--- config.mk ---
export PLATFORM = sky130hd
export DESIGN_NAME = delta_sigma_decoder
export DESIGN_NICKNAME = d
export VERILOG_FILES = /design/src/rtl/delta_sigma_decoder.sv
export SDC_FILE = /design/constraint.sdc
export NUM_CORES = 1
export LEC_CHECK = 0
export ABC_AREA = 1
export BUFFER_PORTS_ARGS = -buffer_cell sky130_fd_sc_hd__buf_2
export CAP_MARGIN = 20
export CELL_PAD_IN_SITES_DETAIL_PLACEMENT = 1
export CELL_PAD_IN_SITES_GLOBAL_PLACEMENT = 1
export CORE_ASPECT_RATIO = 1.25
export CORE_MARGIN = 3
export CORE_UTILIZATION = 45
export CTS_BUF_LIST = sky130_fd_sc_hd__clkbuf_4
export DETAILED_ROUTE_END_ITERATION = 8
export PLACE_DENSITY = 0.88
export SLEW_MARGIN = 15
export SYNTH_ARGS = -nofsm -noshare
export SYNTH_HDL_FRONTEND = slang
export SYNTH_SLANG_ARGS = --single-unit
--- constraint.sdc ---
create_clock -name clk -period 4.6 [get_ports clk]
set_input_delay 0.92 -clock clk [delete_from_list [all_inputs] [get_ports clk]]
set_output_delay 0.92 -clock clk [all_outputs]
set_load 0.02 [all_outputs]
--- src/rtl/delta_sigma_decoder.sv ---
// Sinc^2 (2nd-order CIC) decimator recovering an unsigned word from a unipolar
// pulse-density bitstream, with output saturation, valid strobe and settled flag.
module delta_sigma_decoder #(
  parameter int unsigned bits           = 16,
  parameter int unsigned decimationLog2 = 8
) (
  input  logic            clk,
  input  logic            resetN,
  input  logic            bitIn,
  input  logic            enable,
  output logic [bits-1:0] out,
  output logic            outValid,
  output logic            settled
);

  localparam int unsigned L     = decimationLog2;
  localparam int unsigned W     = 2 * L + 1;
  localparam int unsigned SHIFT = 2 * L - bits;

  localparam logic [W-1:0] OUT_MAX = {{(W - bits){1'b0}}, {bits{1'b1}}};

  typedef enum logic [1:0] {
    FILL_FIRST,
    FILL_SECOND,
    FILTER_SETTLED
  } fill_state_t;

  fill_state_t state, state_next;

  logic [W-1:0] i1, i2;
  logic [W-1:0] i1_next, i2_next;
  logic [W-1:0] d1, d2;
  logic [W-1:0] snapshot;
  logic [W-1:0] c1, c2, c2_scaled;
  logic [L-1:0] phase;
  logic         decimate;
  logic         decimate_now;
  logic [bits-1:0] out_next;

  // Integrator updates; all arithmetic wraps modulo 2^W by design.
  always_comb begin
    i1_next      = i1 + {{(W - 1){1'b0}}, bitIn};
    i2_next      = i2 + i1_next;
    decimate_now = enable && (phase == '1);
  end

  always_ff @(posedge clk or negedge resetN) begin
    if (!resetN) begin
      i1    <= '0;
      i2    <= '0;
      phase <= '0;
    end else if (enable) begin
      i1    <= i1_next;
      i2    <= i2_next;
      phase <= phase + 1'b1;
    end
  end

  // The snapshot decouples the comb from integrators that keep running.
  always_ff @(posedge clk or negedge resetN) begin
    if (!resetN) begin
      snapshot <= '0;
      decimate <= 1'b0;
    end else begin
      decimate <= decimate_now;
      if (decimate_now) begin
        snapshot <= i2_next;
      end
    end
  end

  always_comb begin
    c1        = snapshot - d1;
    c2        = c1 - d2;
    c2_scaled = c2 >> SHIFT;
    out_next  = (c2_scaled > OUT_MAX) ? '1 : c2_scaled[bits-1:0];
  end

  always_ff @(posedge clk or negedge resetN) begin
    if (!resetN) begin
      d1       <= '0;
      d2       <= '0;
      out      <= '0;
      outValid <= 1'b0;
    end else begin
      outValid <= decimate;
      if (decimate) begin
        d1  <= snapshot;
        d2  <= c1;
        out <= out_next;
      end
    end
  end

  // The first output only sees half of the triangular impulse response.
  always_ff @(posedge clk or negedge resetN) begin
    if (!resetN) begin
      state <= FILL_FIRST;
    end else begin
      state <= state_next;
    end
  end

  always_comb begin
    state_next = state;
    if (decimate) begin
      unique case (state)
        FILL_FIRST:     state_next = FILL_SECOND;
        FILL_SECOND:    state_next = FILTER_SETTLED;
        FILTER_SETTLED: state_next = FILTER_SETTLED;
        default:        state_next = FILL_FIRST;
      endcase
    end
  end

  assign settled = (state == FILTER_SETTLED);

endmodule

==> results.md <==
### GRT
* **maximum number of pins on one net before global-route repair** 79
* **number of antenna violations at the first check in global routing** 1
* **met1 routing resource usage after global routing** 0.219
* **GRT Residual Overflow** 0
* **global routing met3 resource utilization** 0.0373
* **busiest grt layer** met2
* **gr usage total** 0.211
* **GR Util met2** 0.410
* **first-pass GRT wire length** 30.4 mm
* **number of global-route vias before repair** 6,876

### Die
* **number of cell rows** 51
* **top-level port count** 22
* **area of the core** 15,800 um^2
* **Die Y** 149 um
* **full die area** 17,900 um^2
* **die extent in x** 120 um
* **initial cell density of the core** 0.465

### Placement
* **instance area after placement** 7640 um^2
* **final weighted congestion of routability-driven global placement** 0.842
* **total of buffers placed on input and output ports** 21
* **half-perimeter wire length after placement** 13.7 mm

### Clock tree
* **Worst-Skew Late Latency** 0.55 ns
* **count of hold-fix buffers inserted at cts** 0
* **master cell of the clock root buffer** sky130_fd_sc_hd__clkbuf_4
* **post-CTS setup buffer count** 0
* **# resized after CTS** 0
* **total clock buffers created by CTS** 17
* **Longest Clk Path Bufs** 2
* **number of H-tree levels** 4
* **clock net sink count** 113
* **CTS clk-pin slew, worst paths** 0.10 ns
* **TritonCTS clock tree** done

### Timing
* **fraction of the cycle the final worst path needs** 0.820
* **final critical path time including I/O delays and setup** 3.77 ns
* **worst slew slack as a fraction of its limit** 0.378
* **setup violation total in the final timing report** 0
* **maximum achievable frequency** 265 MHz
* **setup skew after layout** 0.0159 ns
* **worst slack on hold paths** 0.416 ns
* **summed negative setup slack over all endpoints** 0 ns
* **measured slew at the worst slew-check pin** 0.932 ns
* **Slew Limit Fails** 0
* **Hold Fails Final Rpt** 0
* **RSZ-0062 raised after global routing** no

### Synthesis
* **Gate Count Post-Synth** 988
* **Yosys reg bits** 113
* **Net Count, Synth** 1,048
* **share of synthesized flip-flops with an asynchronous set or reset** 1.00
* **biggest area consumer among synthesized cells** sky130_fd_sc_hd__dfrtp_1
* **leading cell types by total area after synthesis** sky130_fd_sc_hd__dfrtp_1 (39%), sky130_fd_sc_hd__nand2_1 (15%), sky130_fd_sc_hd__ha_1 (9.1%)
* **Synth Cell Area** 7330 um^2
* **top-area cell type share of the netlist area** 0.386
* **portion of the post-synthesis area used by sequential elements** 0.386
* **number of synthesis warnings** 0
* **commonest cells in the synthesized netlist** sky130_fd_sc_hd__nand2_1 (287), sky130_fd_sc_hd__inv_1 (121), sky130_fd_sc_hd__dfrtp_1 (113), sky130_fd_sc_hd__o21ai_0 (78), sky130_fd_sc_hd__nor2_1 (73)
* **Post-synth EDFFs** 0
* **dominant register cell in the synthesized netlist** sky130_fd_sc_hd__dfrtp_1
* **top-count cell post-synth** sky130_fd_sc_hd__nand2_1
* **mean instance size in the synthesized netlist** 7.42 um^2
* **post-synthesis cell type count** 37

### Power and ir drop
* **power density over the cells** 329 nW/um^2
* **relative contribution of combinational cells to total power** 0.281
* **switching share of total power** 0.361
* **Flop pwr share** 0.472
* **total internal power** 1.66 mW
* **leakage power figure** 4.32 nW
* **clock share of power** 0.247
* **total power** 2.59 mW
* **NetSw** 936 uW
* **Worst VDD drop** 0.000177 V

### Detailed routing
* **DRC viols** 0
* **Initial DRC Count** 215
* **total wire length after detailed routing** 17.7 mm
* **ratio of routed vias to standard cells** 5.22
* **routed wirelength normalized by instance count** 14.3 um
* **Pre-Repair DR Iteration Count** 4
* **routed vias** 6,451
* **final antenna-violating net count** 0

### Layout
* **Final Net Count** 1,071
* **layout-stage area growth over the synthesis result** 7.36%
* **ratio of cells with drive above 1 in the final layout** 0.0832
* **filler cell count** 2,036
* **area of all placed cells without fillers** 7870 um^2

### Worst setup path
* **Critical Path Slowest Stage Cell** sky130_fd_sc_hd__fa_1
* **critical path's top delay family** simple AND/OR/NAND/NOR gates
* **ordered cell list for the critical path** ha_1, fa_1, nand3b_1, nand2_1, a21oi_1, o21ai_0, nand2_1, nand2_1, nand2_1, and2_1, ha_1, nand2_1, nor2_1, and3_1, nand2_2, nand2_1, nand2_1, nand2_1, nand2_1, nand2_4, a21oi_1
* **critical path launch point type** flip-flop
* **slowest stage delay, CP** 0.41 ns
* **worst path bufs/invs** 0
* **Critical Path End Type** flip-flop
* **highest fanout seen on the critical path** 16
* **kind of critical path** flip-flop to flip-flop
* **required time of the worst setup path** 5.02 ns
* **Worst path most repeated cell** sky130_fd_sc_hd__nand2_1
* **arrival time worst endpoint** 4.19 ns

### Run
* **number of max-capacitance violations reported** 0

### Outcome
* **outcome** completed

### Min path
* **HP Class** primary input to async pin

==> routing by layer <==
| metal | wire (um) | part of all wire |
|---|---|---|
| met1 | 7160 | 0.40 |
| met2 | 9620 | 0.54 |
| met3 | 386 | 0.022 |
| met4 | 536 | 0.030 |
| met5 | 0 | 0 |
==> final cells by class <==
cell class | count | area, um^2 | share of cell area
Multi-Input combinational cell | 730 | 3940 | 0.500
Sequential cell | 113 | 2830 | 0.360
Inverter | 123 | 462 | 0.0587
Tap cell | 212 | 265 | 0.0337
Clock buffer | 21 | 158 | 0.0200
Timing Repair Buffer | 26 | 145 | 0.0185
Clock inverter | 9 | 68.8 | 0.00875
Antenna cell | 1 | 2.50 | 0.000318
==> through the flow <==
step           setup slack (ns)  cells  utilization
2_1_floorplan              1.37    988            -
3_3_place_gp              0.854   1204        0.485
3_5_place_dp              0.705   1204        0.485
4_1_cts                   0.836   1234        0.499
5_1_grt                   0.508   1235        0.499
6_report                  0.830   1235        0.499
==> cells by family (layout without fill, tap and decap cells) <==
logic type,count (synthesis),count (layout),share of synthesized area
simple gates,475,475,0.273
compound gates,167,167,0.127
buf+inv,145,179,0.0768
flops,113,113,0.386
fa+ha+maj,56,56,0.0987
xor+xnor,32,32,0.0383
other cells,0,1,0
==> layout by cell type (no fill, tap or decap), types with 4 or more instances in the layout <==
cell type                  synthesis  routed
sky130_fd_sc_hd__dfrtp_1         113     112
sky130_fd_sc_hd__a21oi_2          10      10
sky130_fd_sc_hd__nor2_1           73      73
sky130_fd_sc_hd__and2_1            4       4
sky130_fd_sc_hd__xor2_1           27      27
sky130_fd_sc_hd__inv_1           121     121
sky130_fd_sc_hd__o31ai_1           5       5
sky130_fd_sc_hd__buf_2             2      20
sky130_fd_sc_hd__nand2_2           6       6
sky130_fd_sc_hd__nand4_1          10      10
sky130_fd_sc_hd__clkinv_2          0       4
sky130_fd_sc_hd__nand3b_1          7       7
sky130_fd_sc_hd__nor3_1           11      11
sky130_fd_sc_hd__nand2_1         287     287
sky130_fd_sc_hd__o21ai_0          78      78
sky130_fd_sc_hd__a21oi_1          58      58
sky130_fd_sc_hd__buf_4             0       6
sky130_fd_sc_hd__nand3_1          62      62
sky130_fd_sc_hd__clkbuf_4          0      21
sky130_fd_sc_hd__or2_2             7       7
sky130_fd_sc_hd__xnor2_1           5       5
sky130_fd_sc_hd__ha_1             53      53
==> path summary, 6_finish.rpt <==
path | startpoint | end | slack (ns) | cells past startpoint
setup / recovery | d1[0] | out[2] | 0.83 | 21
hold / removal | resetN | out[0] | 0.42 | 1
setup reg to reg | d1[0] | out[2] | 0.83 | 21
hold reg to reg | phase[7] | phase[7] | 0.48 | 1
max in group asynchronous | resetN | d1[16] | 3.22 | 2
min in group clk | phase[7] | phase[7] | 0.48 | 1
==> flip-flops by register name, summed over array words and instances, names as in the netlist <==
register / count
d1: 17
snapshot: 17
i1: 17
state: 2
phase: 8
i2: 17
out: 16
decimate: 1
d2: 17
outValid: 1
==> power groups by stage <==
stage / clock [mW] / sequential [mW] / combinational [mW]
after floorplan: 0 / 1.21 / 0.550
after global placement: 0 / 1.23 / 0.695
after detailed placement: 0 / 1.24 / 0.734
after CTS: 0.671 / 1.22 / 0.736
after global routing: 0.723 / 1.24 / 0.842
final: 0.641 / 1.22 / 0.729
No activity file was read; power rests on OpenSTA's default activity.
